### config.mk
export PLATFORM = sky130hd
export DESIGN_NAME = dm_store_rmw_flat
export DESIGN_NICKNAME = d
export VERILOG_FILES = /design/src/rtl/dm_store_rmw_if.sv /design/src/rtl/dm_store_rmw.sv /design/src/flat_wrapper.sv
export SDC_FILE = /design/constraint.sdc
export NUM_CORES = 1
export LEC_CHECK = 0
export BUFFER_PORTS_ARGS = -buffer_cell sky130_fd_sc_hd__buf_2
export CAP_MARGIN = 20
export CORE_ASPECT_RATIO = 1.75
export CORE_MARGIN = 2
export CORE_UTILIZATION = 45
export CTS_CLUSTER_DIAMETER = 150
export DETAILED_ROUTE_END_ITERATION = 7
export PLACE_DENSITY = 0.73
export SETUP_SLACK_MARGIN = 0.15
export SLEW_MARGIN = 0
export SYNTH_ARGS = -nofsm -noshare
export SYNTH_HDL_FRONTEND = slang
export SYNTH_SLANG_ARGS = --single-unit
export TNS_END_PERCENT = 100
### constraint.sdc
create_clock -name clk -period 6.25 [get_ports clk]
set_clock_uncertainty 0.2 [all_clocks]
set_input_delay 1.875 -clock clk [delete_from_list [all_inputs] [get_ports clk]]
set_output_delay 1.875 -clock clk [all_outputs]
set_load 0.05 [all_outputs]
### src/rtl/dm_store_rmw_if.sv
// Store request channel from the MEM stage plus the word-wide data memory port.
// slave: the store RMW block; master: the pipeline/memory side driving it.
interface dm_store_rmw_if;
    localparam int unsigned OP_W   = 6;
    localparam int unsigned DATA_W = 32;

    logic              req_valid;
    logic              req_ready;
    logic [OP_W-1:0]   op;
    logic [DATA_W-1:0] addr;
    logic [DATA_W-1:0] wdata;

    logic [DATA_W-1:0] mem_addr;
    logic              mem_rd;
    logic [DATA_W-1:0] mem_rdata;
    logic              mem_rvalid;
    logic              mem_wr;
    logic [DATA_W-1:0] mem_wdata;

    logic              done;
    logic              align_err;

    modport slave (
        input  req_valid, op, addr, wdata, mem_rdata, mem_rvalid,
        output req_ready, mem_addr, mem_rd, mem_wr, mem_wdata, done, align_err
    );

    modport master (
        output req_valid, op, addr, wdata, mem_rdata, mem_rvalid,
        input  req_ready, mem_addr, mem_rd, mem_wr, mem_wdata, done, align_err
    );
endinterface

### src/rtl/dm_store_rmw.sv
// SB/SH/SW store unit for a word-wide memory without byte enables:
// SW writes directly, SB/SH read the word, merge the lane and write it back.
module dm_store_rmw #(
    parameter int unsigned RD_TIMEOUT = 16,
    parameter int unsigned CNT_W      = 5,
    parameter logic [5:0]  OP_SB      = 6'h28,
    parameter logic [5:0]  OP_SH      = 6'h29,
    parameter logic [5:0]  OP_SW      = 6'h2B
) (
    input  logic           clk,
    input  logic           rst_n,
    dm_store_rmw_if.slave  io
);
    localparam int unsigned     DATA_W   = 32;
    localparam int unsigned     HALF_W   = 16;
    localparam logic [CNT_W-1:0] CNT_LAST = CNT_W'(RD_TIMEOUT - 1);

    typedef enum logic [2:0] {
        ST_IDLE,
        ST_READ,
        ST_WAIT,
        ST_WRITE,
        ST_ERR
    } state_t;

    state_t              r_state;
    logic                r_is_sh;
    logic [1:0]          r_lane;
    logic [HALF_W-1:0]   r_wdata;
    logic [CNT_W-1:0]    r_cnt;
    logic [DATA_W-1:0]   r_mem_addr;
    logic [DATA_W-1:0]   r_mem_wdata;
    logic                r_mem_rd;
    logic                r_mem_wr;
    logic                r_done;
    logic                r_align_err;
    logic                r_req_ready;

    state_t              w_state_nxt;
    logic                w_is_sh_nxt;
    logic [1:0]          w_lane_nxt;
    logic [HALF_W-1:0]   w_wdata_nxt;
    logic [CNT_W-1:0]    w_cnt_nxt;
    logic [DATA_W-1:0]   w_mem_addr_nxt;
    logic [DATA_W-1:0]   w_mem_wdata_nxt;
    logic [DATA_W-1:0]   w_merged;

    // Little-endian lane merge of the pending store into the read word
    always_comb begin
        w_merged = io.mem_rdata;
        if (r_is_sh) begin
            w_merged[{r_lane[1], 4'b0000} +: HALF_W] = r_wdata;
        end else begin
            w_merged[{r_lane, 3'b000} +: 8] = r_wdata[7:0];
        end
    end

    // Next-state and next register values
    always_comb begin
        w_state_nxt     = r_state;
        w_is_sh_nxt     = r_is_sh;
        w_lane_nxt      = r_lane;
        w_wdata_nxt     = r_wdata;
        w_cnt_nxt       = r_cnt;
        w_mem_addr_nxt  = r_mem_addr;
        w_mem_wdata_nxt = r_mem_wdata;

        case (r_state)
            ST_IDLE: begin
                if (io.req_valid) begin
                    w_is_sh_nxt    = (io.op == OP_SH);
                    w_lane_nxt     = io.addr[1:0];
                    w_wdata_nxt    = io.wdata[HALF_W-1:0];
                    w_mem_addr_nxt = {io.addr[DATA_W-1:2], 2'b00};
                    case (io.op)
                        OP_SW: begin
                            if (io.addr[1:0] != 2'b00) begin
                                w_state_nxt = ST_ERR;
                            end else begin
                                w_state_nxt     = ST_WRITE;
                                w_mem_wdata_nxt = io.wdata;
                            end
                        end
                        OP_SH:   w_state_nxt = io.addr[0] ? ST_ERR : ST_READ;
                        OP_SB:   w_state_nxt = ST_READ;
                        default: w_state_nxt = ST_IDLE;
                    endcase
                end
            end
            ST_READ: begin
                w_state_nxt = ST_WAIT;
                w_cnt_nxt   = '0;
            end
            ST_WAIT: begin
                // Read data wins over the timeout when both land together
                if (io.mem_rvalid) begin
                    w_state_nxt     = ST_WRITE;
                    w_mem_wdata_nxt = w_merged;
                end else if (r_cnt == CNT_LAST) begin
                    w_state_nxt = ST_ERR;
                end else begin
                    w_cnt_nxt = r_cnt + CNT_W'(1);
                end
            end
            ST_WRITE: w_state_nxt = ST_IDLE;
            ST_ERR:   w_state_nxt = ST_IDLE;
            default:  w_state_nxt = ST_IDLE;
        endcase
    end

    // State and registered outputs; strobes follow the state being entered
    always_ff @(posedge clk or negedge rst_n) begin
        if (!rst_n) begin
            r_state     <= ST_IDLE;
            r_is_sh     <= 1'b0;
            r_lane      <= 2'b00;
            r_wdata     <= '0;
            r_cnt       <= '0;
            r_mem_addr  <= '0;
            r_mem_wdata <= '0;
            r_mem_rd    <= 1'b0;
            r_mem_wr    <= 1'b0;
            r_done      <= 1'b0;
            r_align_err <= 1'b0;
            r_req_ready <= 1'b1;
        end else begin
            r_state     <= w_state_nxt;
            r_is_sh     <= w_is_sh_nxt;
            r_lane      <= w_lane_nxt;
            r_wdata     <= w_wdata_nxt;
            r_cnt       <= w_cnt_nxt;
            r_mem_addr  <= w_mem_addr_nxt;
            r_mem_wdata <= w_mem_wdata_nxt;
            r_mem_rd    <= (w_state_nxt == ST_READ);
            r_mem_wr    <= (w_state_nxt == ST_WRITE);
            r_done      <= (w_state_nxt == ST_WRITE);
            r_align_err <= (w_state_nxt == ST_ERR);
            r_req_ready <= (w_state_nxt == ST_IDLE);
        end
    end

    assign io.req_ready = r_req_ready;
    assign io.mem_addr  = r_mem_addr;
    assign io.mem_rd    = r_mem_rd;
    assign io.mem_wr    = r_mem_wr;
    assign io.mem_wdata = r_mem_wdata;
    assign io.done      = r_done;
    assign io.align_err = r_align_err;
endmodule
### src/flat_wrapper.sv
// flat-port wrapper written by rule: the top's interface ports become plain ports
module dm_store_rmw_flat 
#(
    parameter int unsigned RD_TIMEOUT = 16,
    parameter int unsigned CNT_W      = 5,
    parameter logic [5:0]  OP_SB      = 6'h28,
    parameter logic [5:0]  OP_SH      = 6'h29,
    parameter logic [5:0]  OP_SW      = 6'h2B
)
  (clk, rst_n, io_req_valid, io_op, io_addr, io_wdata, io_mem_rdata, io_mem_rvalid, io_req_ready, io_mem_addr, io_mem_rd, io_mem_wr, io_mem_wdata, io_done, io_align_err);
  dm_store_rmw_if io_i ();
  input  logic clk;
  input  logic rst_n;
  input wire logic [$bits(io_i.req_valid)-1:0] io_req_valid;
  input wire logic [$bits(io_i.op)-1:0] io_op;
  input wire logic [$bits(io_i.addr)-1:0] io_addr;
  input wire logic [$bits(io_i.wdata)-1:0] io_wdata;
  input wire logic [$bits(io_i.mem_rdata)-1:0] io_mem_rdata;
  input wire logic [$bits(io_i.mem_rvalid)-1:0] io_mem_rvalid;
  output wire logic [$bits(io_i.req_ready)-1:0] io_req_ready;
  output wire logic [$bits(io_i.mem_addr)-1:0] io_mem_addr;
  output wire logic [$bits(io_i.mem_rd)-1:0] io_mem_rd;
  output wire logic [$bits(io_i.mem_wr)-1:0] io_mem_wr;
  output wire logic [$bits(io_i.mem_wdata)-1:0] io_mem_wdata;
  output wire logic [$bits(io_i.done)-1:0] io_done;
  output wire logic [$bits(io_i.align_err)-1:0] io_align_err;
  assign io_i.req_valid = io_req_valid;
  assign io_i.op = io_op;
  assign io_i.addr = io_addr;
  assign io_i.wdata = io_wdata;
  assign io_i.mem_rdata = io_mem_rdata;
  assign io_i.mem_rvalid = io_mem_rvalid;
  assign io_req_ready = io_i.req_ready;
  assign io_mem_addr = io_i.mem_addr;
  assign io_mem_rd = io_i.mem_rd;
  assign io_mem_wr = io_i.mem_wr;
  assign io_mem_wdata = io_i.mem_wdata;
  assign io_done = io_i.done;
  assign io_align_err = io_i.align_err;
  dm_store_rmw #(.RD_TIMEOUT(RD_TIMEOUT), .CNT_W(CNT_W), .OP_SB(OP_SB), .OP_SH(OP_SH), .OP_SW(OP_SW)) u_core (.clk(clk), .rst_n(rst_n), .io(io_i));
endmodule
# Yosys cells after proc, flatten, opt, wreduce, memory -nomap -nowiden
# Cells that the tools add are included.
[totals]
ram_bits = 0
word_cells = 59
mem_count = 0
in_bits = 106
out_inout_bits = 69
reg_bits = 93
rom_bits = 0
latch_bits = 0
[classes]
n_mux = 18
n_shift = 4
n_eq_ne = 15
n_reduce_logical = 8
multipliers = 0
bitwise_logic = 0
n_lt_le_gt_ge = 0
div_mod_pow = 0
addsub = 3
[op_table]
columns = ["operator", "n"]
rows = [
  ["$mux 32", 5],
  ["$bwmux 32", 2],
  ["$pmux 32 s2", 1],
  ["$shift 16x7->32 const A", 1],
  ["$shift 8x7->32 const A", 1],
  ["$shiftx 16x7->32", 1],
  ["$shiftx 8x7->32", 1],
  ["$eq 6x6->1 const B", 3],
  ["$pmux 3 s3", 2],
  ["$mux 3", 5],
  ["$neg 5->7", 2],
  ["$ne 2x2->1 const B", 6],
  ["$mux 5", 2],
  ["$pmux 5 s2", 1],
  ["$eq 3x1->1 const B", 2],
  ["$eq 3x2->1 const B", 2],
  ["$logic_not 3->1", 2],
  ["$reduce_bool 2->1", 3],
  ["$add 5x1->5 const B", 1],
  ["$eq 5x4->1 const B", 1],
  ["$reduce_and 5->1", 1],
  ["$eq 3x3->1 const B", 1],
  ["$reduce_and 3->1", 1],
  ["$reduce_and 2->1", 1],
]

# Longest topological paths before layout
# Gate-level depths: netlist of the first run.
[depth]
ltp_word = 6
depth_mapped = 10
depth_no_buf = 8

# Worst setup path after synthesis of the first run
# No wires, ideal clock.
[synth_path]
kind = "input port to flip-flop"
from = "in io_op[4]"
to = "reg u_core.r_mem_wdata[10] (netlist: u_core.io.mem_wdata[10])"
t_required_ns = 5.925
setup_time_ns = 0.125
path_buffers = 1
arrival_time_ns = 3.119
slack_ns = 2.806
stages = 6
path_cell_list = "and4bb_2 > a21boi_0 > a32o_2 > nand2_4 > buf_6 > mux2_4"
[synth_via]
elab_chain_len = 3
[synth_lines]
columns = ["element", "line", "text"]
rows = [
  ["start: declaration", "flat_wrapper.sv:15", "input wire logic [$bits(io_i.op)-1:0] io_op;"],
  ["$eq 6x6->1", "dm_store_rmw.sv:75", "case (io.op)"],
  ["$ne 2x2->1 (no source line)", "n/a", ""],
  ["$reduce_and 5->1 (no source line)", "n/a", ""],
  ["end signal: assignment", "dm_store_rmw.sv:133", "r_mem_wdata <= w_mem_wdata_nxt;"],
  ["end: declaration", "dm_store_rmw.sv:32", "logic [DATA_W-1:0] r_mem_wdata;"],
]
# No other way between the ends.
# A chain may end at the register's enable or synchronous reset.

# Final worst setup path of the first run
[layout_path]
from = "in io_req_valid"
to = "reg u_core.r_mem_wdata[24] (netlist: u_core.io.mem_wdata[24])"
[layout_via]
elab_chain_len = 2
[layout_lines]
columns = ["element", "line", "text"]
rows = [
  ["start: declaration", "flat_wrapper.sv:14", "input wire logic [$bits(io_i.req_valid)-1:0] io_req_valid;"],
  ["$ne 2x2->1 (no source line)", "n/a", ""],
  ["$reduce_and 5->1 (no source line)", "n/a", ""],
]
# No other way between the ends.

==> results of run 1 <==
kinds of logic (layout without fill, tap and decap cells):
kind of cell	Yosys count	in the layout	share of synthesized area [%]
simple gates	48	48	5.62
other cells	1	3	0.0741
compound gates	113	113	16.5
flops	93	93	46.0
fa+ha+maj	7	7	1.73
mux	108	108	24.6
xor+xnor	2	2	0.346
buf+inv	49	209	5.07
stage by stage:
step / util [%] / worst slack, ps
3_5_place_dp: 53.8 / 1990
3_3_place_gp: 53.8 / 2070
5_1_grt: 56.7 / 2210
6_report: 56.7 / 2370
4_1_cts: 56.5 / 2360
2_1_floorplan: - / 2810
registers in the layout, indices dropped and copies added (netlist names), 2 cells and up:
register	count
u_core.r_wdata	16
u_core.io.mem_addr	30
u_core.r_state	3
u_core.io.mem_wdata	32
u_core.r_cnt	5
u_core.r_lane	2
where the power goes:
part | total [W] | internal (W) | switching [W]
clock network | 0.000552 | 0.000312 | 0.000240
logic | 0.00203 | 0.000733 | 0.00129
registers | 0.00118 | 0.000889 | 0.000295
total | 0.00376 | 0.00193 | 0.00183
final cells by class:
class                           count  area, µm²
Inverter                           16       60.1
Clock buffer                        9        225
Antenna cell                        1       2.50
Sequential cell                    93       2330
Clock inverter                      7       73.8
Timing Repair Buffer              177        913
Fill cell                         996       4780
Multi-Input combinational cell    280       2480
Tap cell                          132        165
critical path, cell delays in order:
cell and delay (ps):
buf_2 70, nor4b_4 160, buf_4 590, nand4_1 200
o21ai_2 150, nand2_4 390, mux2_4 420
worst max path at each step:
stage / to / depth (start not counted) / startpoint
after floorplan: u_core.io.mem_wdata[10]$_DFFE_PN0P_ / 6 / io_op[4]
after global placement: u_core.io.mem_wdata[12]$_DFFE_PN0P_ / 7 / io_req_valid
after detailed placement: u_core.io.mem_wdata[14]$_DFFE_PN0P_ / 7 / io_req_valid
after CTS: u_core.io.mem_wdata[24]$_DFFE_PN0P_ / 7 / io_req_valid
after global routing: u_core.io.mem_wdata[10]$_DFFE_PN0P_ / 7 / io_req_valid
final: u_core.io.mem_wdata[24]$_DFFE_PN0P_ / 7 / io_req_valid
metal layers:
metal  GRT usage [%]  wire (µm)  vias to the layer above  share of wire, %
met5               0          0                        -                 0
met3            4.28        696                       34               5.2
met1            23.9       4900                     1999                37
li1                -          -                     1898                 -
met2            38.0       7150                      143                53
met4            13.6        621                        0               4.6
synthesized netlist by cell type (2+ instances only):
| master | instances |
|---|---|
| buf_2 | 10 |
| nand4_1 | 2 |
| xor2_1 | 2 |
| mux2i_1 | 37 |
| mux2_4 | 20 |
| a211oi_1 | 7 |
| a221oi_1 | 7 |
| buf_6 | 6 |
| dfrtp_1 | 92 |
| nand3_1 | 2 |
| nor3_1 | 4 |
| nand2b_1 | 3 |
| inv_1 | 15 |
| mux2_2 | 51 |
| nor3b_1 | 5 |
| nand2_1 | 12 |
| a22o_1 | 24 |
| o21ai_0 | 8 |
| a21oi_1 | 36 |
| buf_4 | 4 |
| nor2_1 | 8 |
| ha_1 | 7 |
| nor2b_1 | 3 |
| clkbuf_1 | 13 |
| a31oi_1 | 2 |
| a221o_1 | 23 |
==> impl_metrics.py, run 1 <==
metrics = {
    "floorplan": {
        "die_w_um": 84.1,
        "die_h_um": 144,
        "coreArea_mm2": 0.0110,
        "row_count": 51,
        "start_util_pct": 45.8,
        "die-area_mm2": 0.0121,
        "io_pins": 175,
    },
    "drt": {
        "ant_nets": 0,
        "drc": 0,
        "vias": 4074,
        "drt-pass1-iter-count": 5,
        "drt-total-wl_um": 13400,
        "vias_per_cell": 5.70,
        "drt_iter0_markers": 194,
        "wl_per_cell_um": 18.7,
    },
    "sta": {
        "setup_viol": 0,
        "slew_headroom_pct": 28.8,
        "hold_viol": 0,
        "post-route-period-util_pct": 62.2,
        "finalSetupTns_ps": 0,
        "drv_slew": 0,
        "min_period_ps": 3880,
        "fmax_ghz": 0.257,
        "rsz0062_at_grt": "no",
        "tightest_slew_ps": 1060,
        "hold_slack_ps": 303,
    },
    "worst_hold_path": {
        "hold_depth": 1,
        "hp-class": "reg2reg",
        "holdPathEnd": "u_core.io.mem_addr[28]$_DFFE_PN0P_",
        "min-delay-start": "u_core.io.mem_addr[28]$_DFFE_PN0P_",
    },
    "power_and_ir_drop": {
        "power_leakage_nw": 3.09,
        "peakVddDrop_uv": 354,
        "powerDensity_mw_per_mm2": 602,
        "power_w": 0.00376,
    },
    "synth": {
        "synth_top_area_share_pct": 45.5,
        "ys_top_cells_by_area": "dfrtp_1 46%, mux2_2 11%, mux2i_1 7.3%",
        "synth_area_mm2": 0.00506,
        "avgSynthCellArea_um2": 12.0,
        "ys_types": 44,
        "async_flop_share_pct": 100,
        "seq_area_frac_synth_pct": 46.0,
        "ys.flop_type": "dfrtp_1",
        "synth_top_cell_by_area": "dfrtp_1",
        "synth_edf_count": 0,
        "netlist_instances": 421,
        "yosys_register_bits": 93,
        "synth_warnings": 0,
    },
    "critical_path": {
        "crit_required_ps": 6270,
        "startpoint_type": "primary input",
        "crit_path_end_kind": "flop",
        "rr_startpoint": "u_core.r_lane[1]$_DFFE_PN0P_",
        "ff2ff_setup_slack_ps": 2880,
        "path_class": "in2reg",
        "worstPathArrival_ps": 3900,
        "crit_fanout": 55,
        "r2r_cells": 7,
        "r2r_end": "u_core.io.mem_wdata[12]$_DFFE_PN0P_",
    },
    "final_layout": {
        "area_growth_pct": 23.7,
        "postLayoutCellArea_mm2": 0.00626,
        "drive_gt1_share_pct": 47.1,
        "final_common_cell": "buf_2",
        "nets": 690,
        "finalNonFillerCells": 715,
        "mostFrequentLayoutCells": "171 x buf_2, 90 x dfrtp_1, 51 x mux2_2",
    },
    "grt": {
        "grt_pass1_wl_um": 20500,
        "grt.overflow.total": 0,
        "grt_pass1_vias": 4139,
        "grt_use_total_pct": 21.7,
        "antenna_found_initial": 1,
        "grt_max_degree": 66,
    },
    "clock_network": {
        "cts_resized": 0,
        "clkTransAtPathRegs_ps": 70,
        "cts_made_buffers": 9,
        "cts_tree": "yes",
        "cts_sinks": 93,
        "cts_max_level": 3,
        "clockBufferDepth": 2,
        "post_cts.repair.setup_buffers": 0,
        "insertion_delay_ps": 340,
        "ctsHoldBuffers": 0,
        "cts-root-buf": "clkbuf_16",
    },
    "job": {
        "max_cap_viol_count": 0,
    },
    "place": {
        "dp.cells": 697,
        "port_buffers": 172,
        "place.gp.congestion": 0.851,
        "place_area_mm2": 0.00593,
        "dp_hpwl_um": 9730,
    },
    "outcome": {
        "status": "complete, no violations",
    },
}
Power figures use the tool's default switching activity.
==> inputs of run 2 (changes only) <==
Settings changed: PLACE_DENSITY 0.73 to 0.76.
Clock period 6.25 ns to 3.1 ns, I/O delays scaled along.
==> impl_metrics.py, run 2 (synthesis results as in run 1) <==
metrics = {
    "outcome": {
        "status": "complete, no violations",
    },
    "sta": {
        "slew_headroom_pct": 42.4,
        "post-route-period-util_pct": 80.8,
        "setup_viol": 0,
        "tightest_slew_ps": 856,
        "finalSetupTns_ps": 0,
        "rsz0062_at_grt": "no",
        "min_period_ps": 2500,
        "fmax_ghz": 0.399,
        "drv_slew": 0,
        "hold_viol": 0,
    },
    "power_and_ir_drop": {
        "intPower_w": 0.00405,
        "peakVddDrop_uv": 700,
        "share_comb_of_total_power_pct": 54.8,
        "power_leakage_nw": 3.16,
        "clockPowerShare_pct": 15.4,
        "switching_power_w": 0.00369,
        "switching_share_pct": 47.7,
        "pwr-share-seq_pct": 29.8,
        "powerDensity_mw_per_mm2": 1220,
    },
    "final_layout": {
        "nets": 700,
        "final_common_cell": "buf_2",
        "fillers": 944,
        "area_growth_pct": 25.9,
        "largest_reg_flops": 32,
        "mostFrequentLayoutCells": "171 x buf_2, 90 x dfrtp_1, 51 x mux2_2",
        "ff_latch_area_mm2": 0.00233,
        "drive_gt1_share_pct": 47.9,
        "multi_input_area_mm2": 0.00248,
        "fin_util_pct": 57.7,
    },
    "critical_path": {
        "worstSetupStartpoint": "u_core.r_lane[1]$_DFFE_PN0P_",
        "crit_required_ps": 3180,
        "crit_fanout": 10,
        "path_cells": "inv_1 -> ha_1 -> nor4_2 -> a221o_1 -> a22o_1 -> mux2_4",
        "cpPeakStageDelay_ps": 730,
        "r2r_end": "u_core.io.mem_wdata[30]$_DFFE_PN0P_",
        "startpoint_type": "flop",
        "path_class": "reg2reg",
        "crit_path_end_kind": "flop",
        "cp_num_cells": 6,
        "crit_slowest_cell": "nor4_2",
        "rr_startpoint": "u_core.r_lane[1]$_DFFE_PN0P_",
        "cpLargestDelayFamily": "simple AND/OR/NAND/NOR gates",
        "r2r_cells": 6,
        "ff2ff_setup_slack_ps": 600,
        "cp_num_buf_inv": 1,
        "worstPathArrival_ps": 2590,
    },
    "worst_hold_path": {
        "hp-class": "in2async",
    },
    "drt": {
        "drt_iter0_markers": 264,
        "wl_per_cell_um": 18.9,
        "drt-pass1-iter-count": 4,
        "vias_per_cell": 5.71,
        "ant_nets": 0,
        "drt-total-wl_um": 13700,
        "vias": 4135,
        "drc": 0,
    },
    "grt": {
        "busiest_layer": "met2",
        "grt_pass1_vias": 4305,
        "grt_pass1_wl_um": 21000,
        "grt_max_degree": 56,
        "grt_use_total_pct": 22.3,
        "use_met1_pct": 23.4,
        "grtUsageMet3_pct": 5.42,
        "antenna_found_initial": 0,
        "grt.overflow.total": 0,
        "use_met2_pct": 40.3,
    },
    "clock_network": {
        "cts_tree": "yes",
        "clockBufferDepth": 2,
        "insertion_delay_ps": 340,
        "ctsHoldBuffers": 0,
        "cts_max_level": 3,
        "cts_resized": 0,
        "cts-root-buf": "clkbuf_16",
        "cts_made_buffers": 9,
        "post_cts.repair.setup_buffers": 0,
        "clkTransAtPathRegs_ps": 70,
        "cts_sinks": 93,
    },
    "floorplan": {
        "coreArea_mm2": 0.0110,
        "die_w_um": 84.1,
        "die_h_um": 144,
        "io_pins": 175,
        "start_util_pct": 45.8,
        "die-area_mm2": 0.0121,
        "row_count": 51,
    },
    "job": {
        "max_cap_viol_count": 0,
    },
    "place": {
        "place.gp.congestion": 0.825,
        "dp_hpwl_um": 10300,
        "port_buffers": 172,
    },
}
-- run 2: cell count changes in the layout (fill, tap and decap cells not counted) --
cell | before | now
buf_4 | 5 | 13
clkinv_2 | 2 | 0
buf_12 | 1 | 2
bufinv_16 | 1 | 2
clkbuf_2 | 0 | 1
clkbuf_8 | 0 | 1
clkinv_4 | 1 | 0
clkinvlp_4 | 1 | 2
inv_6 | 2 | 1
-- run 2: routing by layer --
layer  part of all wire (%)  up-vias
li1                       -     1907
met1                     35     2047
met2                     56      150
met3                    6.1       31
met4                    3.4        0
met5                      0        -
-- run 2: per-stage QoR --
stage / worst slack (ps) / power (W) / hold slack (ps) / area, µm² / std cells
after floorplan: 515 / 0.00555 / 272 / 5060 / 422
after global placement: 339 / 0.00644 / 283 / 6030 / 707
after detailed placement: 305 / 0.00657 / 291 / 6030 / 707
after CTS: 448 / 0.00778 / 280 / 6360 / 722
after global routing: 410 / 0.00814 / 296 / 6360 / 723
final: 595 / 0.00774 / 284 / 6360 / 724
-- run 2: worst max path at each step --
stage / endpoint / slack [ps]
2_1_floorplan: u_core.io.mem_wdata[10]$_DFFE_PN0P_ / 510
3_3_place_gp: u_core.io.mem_wdata[15]$_DFFE_PN0P_ / 340
3_5_place_dp: u_core.io.mem_wdata[15]$_DFFE_PN0P_ / 300
4_1_cts: u_core.io.mem_wdata[15]$_DFFE_PN0P_ / 450
5_1_grt: u_core.io.mem_wdata[30]$_DFFE_PN0P_ / 410
6_report: u_core.io.mem_wdata[30]$_DFFE_PN0P_ / 600
-- run 2: power by group through the flow --
| stage | sequential [W] | clock, W | combinational, W |
|---|---|---|---|
| floorplan | 0.00364 | 0 | 0.00192 |
| global placement | 0.00228 | 0 | 0.00416 |
| detailed placement | 0.00232 | 0 | 0.00425 |
| CTS | 0.00230 | 0.00122 | 0.00426 |
| global route | 0.00238 | 0.00127 | 0.00450 |
| finish | 0.00230 | 0.00119 | 0.00424 |
-- run 2: layout make-up --
| cell class | instances | share of cell area, % |
|---|---|---|
| tap | 132 | 2.59 |
| antenna | 1 | 0.0393 |
| sequential | 93 | 36.6 |
| inverter | 16 | 0.944 |
| multi-input combinational | 280 | 39.0 |
| clock inverter | 5 | 1.32 |
| timing repair buffer | 187 | 15.7 |
| clock buffer | 10 | 3.75 |
==> inputs of run 3 (changes only) <==
Settings changed: PLACE_DENSITY 0.76 to 0.73.
Clock period 3.1 ns to 2.5 ns, I/O delays scaled along.
==> impl_metrics.py, run 3 (synthesis results as in run 1) <==
metrics = {
    "floorplan": {
        "die_h_um": 144,
        "start_util_pct": 45.8,
        "coreArea_mm2": 0.0110,
        "die-area_mm2": 0.0121,
        "die_w_um": 84.1,
        "io_pins": 175,
        "row_count": 51,
    },
    "final_layout": {
        "final_common_cell": "buf_2",
        "mostFrequentLayoutCells": "171 x buf_2, 89 x dfrtp_1, 51 x mux2_2",
        "nets": 708,
        "ff_latch_area_mm2": 0.00233,
        "drive_gt1_share_pct": 50.2,
        "multi_input_area_mm2": 0.00255,
        "finalNonFillerCells": 733,
        "fin_util_pct": 58.9,
        "fillers": 935,
        "largest_reg_flops": 32,
        "area_growth_pct": 28.7,
    },
    "sta": {
        "min_period_ps": 2250,
        "fmax_ghz": 0.444,
        "slew_headroom_pct": 59.9,
        "hold_slack_ps": 156,
        "finalSetupTns_ps": 0,
        "drv_slew": 0,
        "post-route-period-util_pct": 90.0,
        "tightest_slew_ps": 602,
        "rsz0062_at_grt": "no",
        "hold_viol": 0,
        "setup_viol": 0,
    },
    "grt": {
        "grt_pass1_wl_um": 21200,
        "grt_use_total_pct": 22.5,
        "grt_max_degree": 41,
        "antenna_found_initial": 1,
        "grt.overflow.total": 0,
        "grt_pass1_vias": 4348,
    },
    "clock_network": {
        "cts_max_level": 3,
        "insertion_delay_ps": 340,
        "cts_tree": "yes",
        "cts_sinks": 93,
        "cts-root-buf": "clkbuf_16",
        "clockBufferDepth": 2,
        "clkTransAtPathRegs_ps": 70,
        "cts_made_buffers": 9,
    },
    "drt": {
        "drt-total-wl_um": 14000,
        "drc": 0,
        "drt-pass1-iter-count": 4,
        "wl_per_cell_um": 19.1,
        "vias": 4164,
        "vias_per_cell": 5.68,
        "ant_nets": 0,
        "drt_iter0_markers": 195,
    },
    "place": {
        "dp_hpwl_um": 10600,
        "place.gp.congestion": 0.842,
        "port_buffers": 172,
        "dp.cells": 713,
    },
    "critical_path": {
        "crit_fanout": 14,
        "r2r_cells": 9,
        "crit_required_ps": 2530,
        "r2r_end": "u_core.io.mem_wdata[12]$_DFFE_PN0P_",
        "ff2ff_setup_slack_ps": 250,
        "worstPathArrival_ps": 2280,
        "startpoint_type": "flop",
        "crit_path_end_kind": "flop",
        "rr_startpoint": "u_core.r_cnt[0]$_DFFE_PN0P_",
        "path_class": "reg2reg",
    },
    "power_and_ir_drop": {
        "power_w": 0.00971,
        "powerDensity_mw_per_mm2": 1490,
        "power_leakage_nw": 3.21,
        "peakVddDrop_uv": 984,
    },
    "outcome": {
        "status": "complete, no violations",
    },
    "job": {
        "max_cap_viol_count": 0,
    },
    "worst_hold_path": {
        "hp-class": "in2async",
    },
}
[run 3: worst max path at each step]
stage	slack, ps	startpoint	cells after the start	endpoint
finish	250	u_core.r_cnt[0]$_DFFE_PN0P_	9	u_core.io.mem_wdata[12]$_DFFE_PN0P_
global route	150	u_core.r_cnt[1]$_DFFE_PN0P_	9	u_core.io.mem_wdata[15]$_DFFE_PN0P_
CTS	150	u_core.r_cnt[0]$_DFFE_PN0P_	9	u_core.io.mem_wdata[12]$_DFFE_PN0P_
detailed placement	-20	io_op[4]	7	u_core.io.mem_wdata[12]$_DFFE_PN0P_
global placement	70	io_op[4]	7	u_core.io.mem_wdata[19]$_DFFE_PN0P_
floorplan	160	u_core.r_lane[1]$_DFFE_PN0P_	8	u_core.io.mem_wdata[24]$_DFFE_PN0P_
[run 3: worst max-delay path: stages (launching register included)]
cell and delay (ps):
dfrtp_1 410, ha_1 230, and3_1 190, ha_2 200, nand2b_1 90, a21oi_2 60
o21ai_2 180, nand2_4 110, buf_12 170, mux2_4 300
[run 3: layout make-up]
cell class	count	area share [%]
multi-input cells	280	39.1
flip-flops and latches	93	35.8
repair buffers	195	16.9
clock buffers	10	3.67
well taps	132	2.54
inverters	16	1.00
clock inverters	6	0.846
diodes	1	0.0385
[run 3: what timing repair did]
action / CTS / global route
hold buffers: 0 / 0
endpoints found under the setup margin: 31 / 31
gates resized for setup: 4 / 10
setup buffers: 1 / 2
pin swaps: 1 / 4
[run 3: per-stage QoR]
stage	instance area (µm²)	setup slack [ps]
2_1_floorplan	5080	160
3_3_place_gp	6130	66.7
3_5_place_dp	6130	-16.2
4_1_cts	6440	152
5_1_grt	6510	150
6_report	6510	250
[run 3: routing by layer]
metal	part of all wire, %	global-route usage [%]
met1	36	23.5
met2	55	40.9
met3	4.7	4.57
met4	4.3	14.3
met5	0	0
[run 3: where the power goes]
part	switching (W)	internal, W
combinational	0.00347	0.00203
sequential	0.000632	0.00223
clock	0.000626	0.000721
total	0.00473	0.00498
